--- src/rtl/graph_load_sequencer.sv ---
// Buffers decoded graph edges in a small FIFO, streams them into edge RAM, then launches the solver.
// Optional sticky overflow flag: define GRAPH_LOAD_OVERFLOW_FLAG_EN.
module graph_load_sequencer #(
  parameter int NODE_WIDTH = 15,
  parameter int FIFO_DEPTH = 8,
  parameter int ADDR_WIDTH = 12
) (
  input  logic                    clk,
  input  logic                    rst_n,
  input  logic                    edge_valid,
  input  logic [NODE_WIDTH-1:0]   src_node,
  input  logic [NODE_WIDTH-1:0]   dst_node,
  input  logic                    decoding_done,
  output logic                    ram_wr_en,
  input  logic                    ram_wr_ready,
  output logic [ADDR_WIDTH-1:0]   ram_wr_addr,
  output logic [2*NODE_WIDTH-1:0] ram_wr_data,
  output logic                    solver_start,
  input  logic                    solver_done,
  output logic [ADDR_WIDTH:0]     edge_count,
  output logic                    overflow,
  output logic                    all_done
);

  localparam int PW = $clog2(FIFO_DEPTH);
  localparam int DW = 2 * NODE_WIDTH;
  localparam logic [ADDR_WIDTH+1:0] CAP   = (ADDR_WIDTH+2)'(1) << ADDR_WIDTH;
  localparam logic [PW:0]           DEPTH = (PW+1)'(FIFO_DEPTH);

  typedef enum logic [2:0] {S_IDLE, S_LOAD, S_DRAIN, S_SOLVE, S_DONE} state_t;

  state_t                r_state, w_state_nxt;
  logic                  r_rst_sync;
  logic                  w_rst_n;
  logic [DW-1:0]         r_mem [FIFO_DEPTH];
  logic [PW-1:0]         r_wptr, r_rptr;
  logic [PW:0]           r_occ;
  logic [ADDR_WIDTH-1:0] r_addr;
  logic [ADDR_WIDTH:0]   r_count;
  logic                  r_start;
  logic                  w_accepting, w_wr_en, w_pop, w_full, w_at_cap;
  logic                  w_push_req, w_push;
  logic [ADDR_WIDTH+1:0] w_total;

  // Assertion reaches every flop immediately; release is delayed one clock.
  always_ff @(posedge clk or negedge rst_n) begin
    if (!rst_n) r_rst_sync <= 1'b0;
    else        r_rst_sync <= 1'b1;
  end
  assign w_rst_n = r_rst_sync;

  assign w_accepting = (r_state == S_IDLE) || (r_state == S_LOAD);
  assign w_wr_en     = ((r_state == S_LOAD) || (r_state == S_DRAIN)) && (r_occ != '0);
  assign w_pop       = w_wr_en && ram_wr_ready;
  assign w_full      = (r_occ == DEPTH);
  // A pop moves one edge from buffer to RAM, so count+occupancy is unaffected by it.
  assign w_total     = {1'b0, r_count} + (ADDR_WIDTH+2)'(r_occ);
  assign w_at_cap    = (w_total >= CAP);
  assign w_push_req  = w_accepting && edge_valid;
  assign w_push      = w_push_req && !(w_full && !w_pop) && !w_at_cap;

  always_ff @(posedge clk) begin
    if (w_push) r_mem[r_wptr] <= {src_node, dst_node};
  end

  always_ff @(posedge clk or negedge w_rst_n) begin
    if (!w_rst_n) begin
      r_wptr  <= '0;
      r_rptr  <= '0;
      r_occ   <= '0;
      r_addr  <= '0;
      r_count <= '0;
    end else begin
      if (w_push) r_wptr <= r_wptr + PW'(1);
      if (w_pop) begin
        r_rptr  <= r_rptr + PW'(1);
        r_addr  <= r_addr + ADDR_WIDTH'(1);
        r_count <= r_count + (ADDR_WIDTH+1)'(1);
      end
      case ({w_push, w_pop})
        2'b10:   r_occ <= r_occ + (PW+1)'(1);
        2'b01:   r_occ <= r_occ - (PW+1)'(1);
        default: r_occ <= r_occ;
      endcase
    end
  end

  always_ff @(posedge clk or negedge w_rst_n) begin
    if (!w_rst_n) begin
      r_state <= S_IDLE;
      r_start <= 1'b0;
    end else begin
      r_state <= w_state_nxt;
      r_start <= (w_state_nxt == S_SOLVE) && (r_state != S_SOLVE);
    end
  end

  // End-of-input wins in IDLE too, so a lone edge arriving with it still drains.
  always_comb begin
    w_state_nxt = r_state;
    case (r_state)
      S_IDLE:  if (decoding_done) w_state_nxt = S_DRAIN;
               else if (edge_valid) w_state_nxt = S_LOAD;
      S_LOAD:  if (decoding_done) w_state_nxt = S_DRAIN;
      S_DRAIN: if (r_occ == '0) w_state_nxt = S_SOLVE;
      S_SOLVE: if (solver_done) w_state_nxt = S_DONE;
      S_DONE:  w_state_nxt = S_DONE;
      default: w_state_nxt = S_IDLE;
    endcase
  end

`ifdef GRAPH_LOAD_OVERFLOW_FLAG_EN
  logic r_ovf;
  logic w_drop;
  assign w_drop = w_push_req && !w_push;
  always_ff @(posedge clk or negedge w_rst_n) begin
    if (!w_rst_n)    r_ovf <= 1'b0;
    else if (w_drop) r_ovf <= 1'b1;
  end
  assign overflow = r_ovf;
`else
  assign overflow = 1'b0;
`endif

  assign ram_wr_en    = w_wr_en;
  assign ram_wr_data  = w_wr_en ? r_mem[r_rptr] : '0;
  assign ram_wr_addr  = r_addr;
  assign edge_count   = r_count;
  assign solver_start = r_start;
  assign all_done     = (r_state == S_DONE);

endmodule

--- config.mk ---
export PLATFORM = sky130hd
export DESIGN_NAME = graph_load_sequencer
export DESIGN_NICKNAME = d
export VERILOG_FILES = /design/src/rtl/graph_load_sequencer.sv
export SDC_FILE = /design/constraint.sdc
export NUM_CORES = 1
export LEC_CHECK = 0
export CORE_MARGIN = 1.5
export CORE_UTILIZATION = 52
export CTS_CLUSTER_DIAMETER = 50
export DETAILED_ROUTE_END_ITERATION = 6
export PLACE_DENSITY = 0.73
export SYNTH_ARGS = -nofsm -noshare
export SYNTH_HDL_FRONTEND = slang
export SYNTH_SLANG_ARGS = --single-unit
--- constraint.sdc ---
create_clock -name clk -period 1.85 [get_ports clk]
set_input_delay 0.4625 -clock clk [delete_from_list [all_inputs] [get_ports clk]]
set_output_delay 0.4625 -clock clk [all_outputs]
set_load 0.02 [all_outputs]
==> impl_metrics.tcl <==
set metrics [dict create \
    status "finished with violations" \
    violations "negative setup slack" \
    antenna_found_initial 1 \
    cts_buffer_depth 3 \
    worst_r2r_path_depth 14 \
    clk_pin_slew_ns 0.07 \
    drtAntennaViolNets 0 \
    drt_pass1_iterations 5 \
    dp_slack_ns -1.08 \
    top_usage_layer "met2" \
    netlist_instances 580 \
    syn_nets 628 \
    dieHeight_um 149 \
    grtUsageMet3_pct 4.33 \
    die_w_um 149 \
    crit_chain "buf_6, ha_4, fa_2, a21o_1, a21oi_2, or4_4, nand3_4, ha_4, xor2_1, ha_2, a21oi_4, xor2_2, nor2_1, xor2_1" \
    grt_use_met1_pct 33.4 \
    synth_top_family_by_area "multiplexers" \
    finalCritPeriodShare_pct 164 \
    endpoint_kind "flip-flop" \
    seq_area_frac_synth_pct 73.6 \
    hold_ws_ns 0.0535 \
    reg2reg_slack_ns -1.18 \
    route.vias.total 6822 \
    relSlewSlack_pct 57.3 \
    area_growth_pct 47.7 \
    grt_pass1_vias 7018 \
    worst_slew_pin_slew_ns 0.641 \
    portBuffers 93 \
    cts_tree "built" \
    slowest_delay_ns 0.42 \
    grt_pass1_wl_um 43100 \
    gr-usage-met2_pct 46.5 \
    cpMaxStageDelayCell "dfrtp_2" \
    p_per_area_nw_per_um2 1750 \
    syn-mean-instance-area_um2 19.2 \
    crit_type "flip-flop to flip-flop" \
    wirelength_um 32100 \
    row_count 53 \
    synth_cell_type_count 47 \
    nets 890 \
    layout-drive-gt1-share_pct 52.7 \
    synth_fa_ha_area_share_pct 1.41 \
    clkSinkCount 280 \
    clock-root-buffer "clkbuf_16" \
    skew_ns 0.0182 \
    grt_max_degree 28 \
    post-dp-hpwl_um 14100 \
    fmax_ghz 0.330 \
    final_hold_viol_count 0 \
    cts_inserted_buffers 29 \
    required_ns 2.29 \
    drc 0 \
    startpoint_type "flip-flop" \
    ys.flop_type "edfxtp_1" \
    ir_drop_mv 1.18 \
    pin_count 95 \
    core_area_um2 21000 \
    fin_tns_setup_ns -281.10 \
    critPathMaxFanout 3 \
    synth-edff-count 240 \
    reg2reg_to "r_occ[2]$_DFFE_PN0P_" \
    cts-htree-levels 1 \
    min_period_ns 3.03 \
    worstSkewPairLatency_ns 0.55 \
    synth_compound_area_share_pct 0.964 \
    die-area_um2 22300 \
    synth_area_um2 11200 \
    rr_startpoint "r_occ[0]$_DFFE_PN0P_" \
    cap_violations 0 \
    gp_congestion 0.783 \
    overflow 0 \
    drt-initial-drc-count 600 \
    layout_setup_ws_ns -1.18 \
    wl_per_cell_um 28.2 \
    crit_arrival_ns 3.47 \
    ys_seq_elements 280 \
    rsz0062_at_grt "true" \
    ys_warn_count 0 \
    setup_viol 309 \
    track_usage_pct 26.7 \
    viasPerCell 5.98 \
    finalMaxSlewViolations 0 \
    synthXorXnorAreaFrac_pct 2.59 \
    yosys.area_share.simple_pct 4.69 \
    muxShareOfSynthArea_pct 15.2 \
    hp-class "input port to async pin" \
    leakagePower_nw 6.04 \
    async_flop_share_pct 14.3 \
    initial_core_util_pct 53.1 \
]
metal layers:
| layer | up-vias | part of all wire (%) |
|---|---|---|
| met3 | 88 | 5.3 |
| met5 | - | 0 |
| met1 | 3589 | 38 |
| met4 | 0 | 4.4 |
| li1 | 2831 | - |
| met2 | 314 | 52 |
where the power goes:
part | internal (mW) | switching (mW) | leakage, nW
Sequential | 7.49 | 0.490 | 2.65
Combinational | 7.56 | 6.81 | 2.89
Clock | 3.89 | 2.56 | 0.504
Total | 18.9 | 9.86 | 6.04
cell type report:
| type | instances | area [µm²] |
|---|---|---|
| well taps | 275 | 344 |
| clock inverters | 22 | 322 |
| fillers | 1038 | 4540 |
| clock buffers | 31 | 733 |
| repair buffers | 259 | 3230 |
| inverters | 11 | 51.3 |
| multi-input cells | 261 | 3570 |
| flip-flops and latches | 280 | 8230 |
| diodes | 1 | 2.50 |
flip-flops by register name, indices dropped and copies added (netlist names), 3 cells and up:
name	flops
edge_count	13
r_mem	240
r_occ	4
r_rptr	3
r_state	3
r_wptr	3
ram_wr_addr	12
how the worst max path moves through the flow:
stage,start,to,slack (ns),depth (start not counted)
after global placement,ram_wr_ready,r_occ[2]$_DFFE_PN0P_,-1.04,13
after floorplan,edge_count[0]$_DFFE_PN0P_,r_mem[2][0]$_DFFE_PP_,-1.32,8
after CTS,r_occ[1]$_DFFE_PN0P_,ram_wr_data[29],-0.96,8
after detailed placement,ram_wr_ready,r_occ[2]$_DFFE_PN0P_,-1.08,13
final,r_occ[0]$_DFFE_PN0P_,r_occ[2]$_DFFE_PN0P_,-1.18,14
after global routing,r_occ[1]$_DFFE_PN0P_,r_occ[2]$_DFFE_PN0P_,-1.25,14
cell usage after synthesis (all sizes together) (5+ instances only):
cell type / n / area share (%)
inv: 11 / 0.37
and3: 5 / 0.28
mux2i: 30 / 2.7
xor2: 10 / 0.78
edfxtp: 240 / 65
xnor2: 23 / 1.8
buf: 17 / 0.77
ha: 11 / 1.2
nand2: 20 / 0.67
mux4: 60 / 12
clkbuf: 11 / 0.37
nor2: 41 / 1.4
dfrtp: 40 / 9.0
nor3: 6 / 0.31
nand3: 15 / 0.72
cell usage in the layout, fill, tap and decap left out, types with 12 or more instances in the layout:
| cell type | synthesis | routed |
|---|---|---|
| mux2i_2 | 0 | 12 |
| xnor2_1 | 23 | 15 |
| nand2_1 | 20 | 13 |
| buf_8 | 0 | 12 |
| dlygate4sd2_1 | 0 | 12 |
| nor2_4 | 0 | 26 |
| mux4_2 | 60 | 60 |
| buf_6 | 1 | 83 |
| edfxtp_1 | 240 | 240 |
| buf_12 | 0 | 37 |
| dfrtp_1 | 40 | 24 |
| dfrtp_2 | 0 | 15 |
| buf_4 | 1 | 50 |
| clkdlybuf4s50_1 | 0 | 35 |
| clkbuf_16 | 0 | 36 |
worst max-delay path: cells and delay by family, from the launching register on:
family                     cells  cell delay (ns)
DFF                            1             0.42
AOI/OAI and AO/OA              3             0.53
and+or+nand+nor                3             0.37
adders and majority gates      4             0.88
xor gates and xnor gates       3             0.60
buffers and inverters          1             0.12
per-stage QoR:
stage	std cells	utilization, %	total power, mW	area [µm²]
after floorplan	580	-	14.0	11500
after global placement	995	63.6	17.2	13400
after detailed placement	995	63.6	17.5	13400
after CTS	1123	76.4	27.3	16100
after global routing	1139	78.4	29.7	16500
final	1140	78.4	28.8	16500
timing repair:
action                                  CTS  global route
gates cloned                             21             9
endpoints found under the setup margin  329           318
resized for setup                       387            99
buffers inserted                         58            27
pin swaps                                31            35
hold buffers                              0             0
logic make-up (layout without fill, tap and decap cells):
family                     count (synthesis)  after routing
DFF                                      280            280
adders and majority gates                 12             12
AOI/OAI and AO/OA                         15             15
and+or+nand+nor                          105            105
other                                      2              3
xor gates and xnor gates                  33             33
buffers and inverters                     39            323
muxes                                     94             94
(Power assumes the default switching activity.)
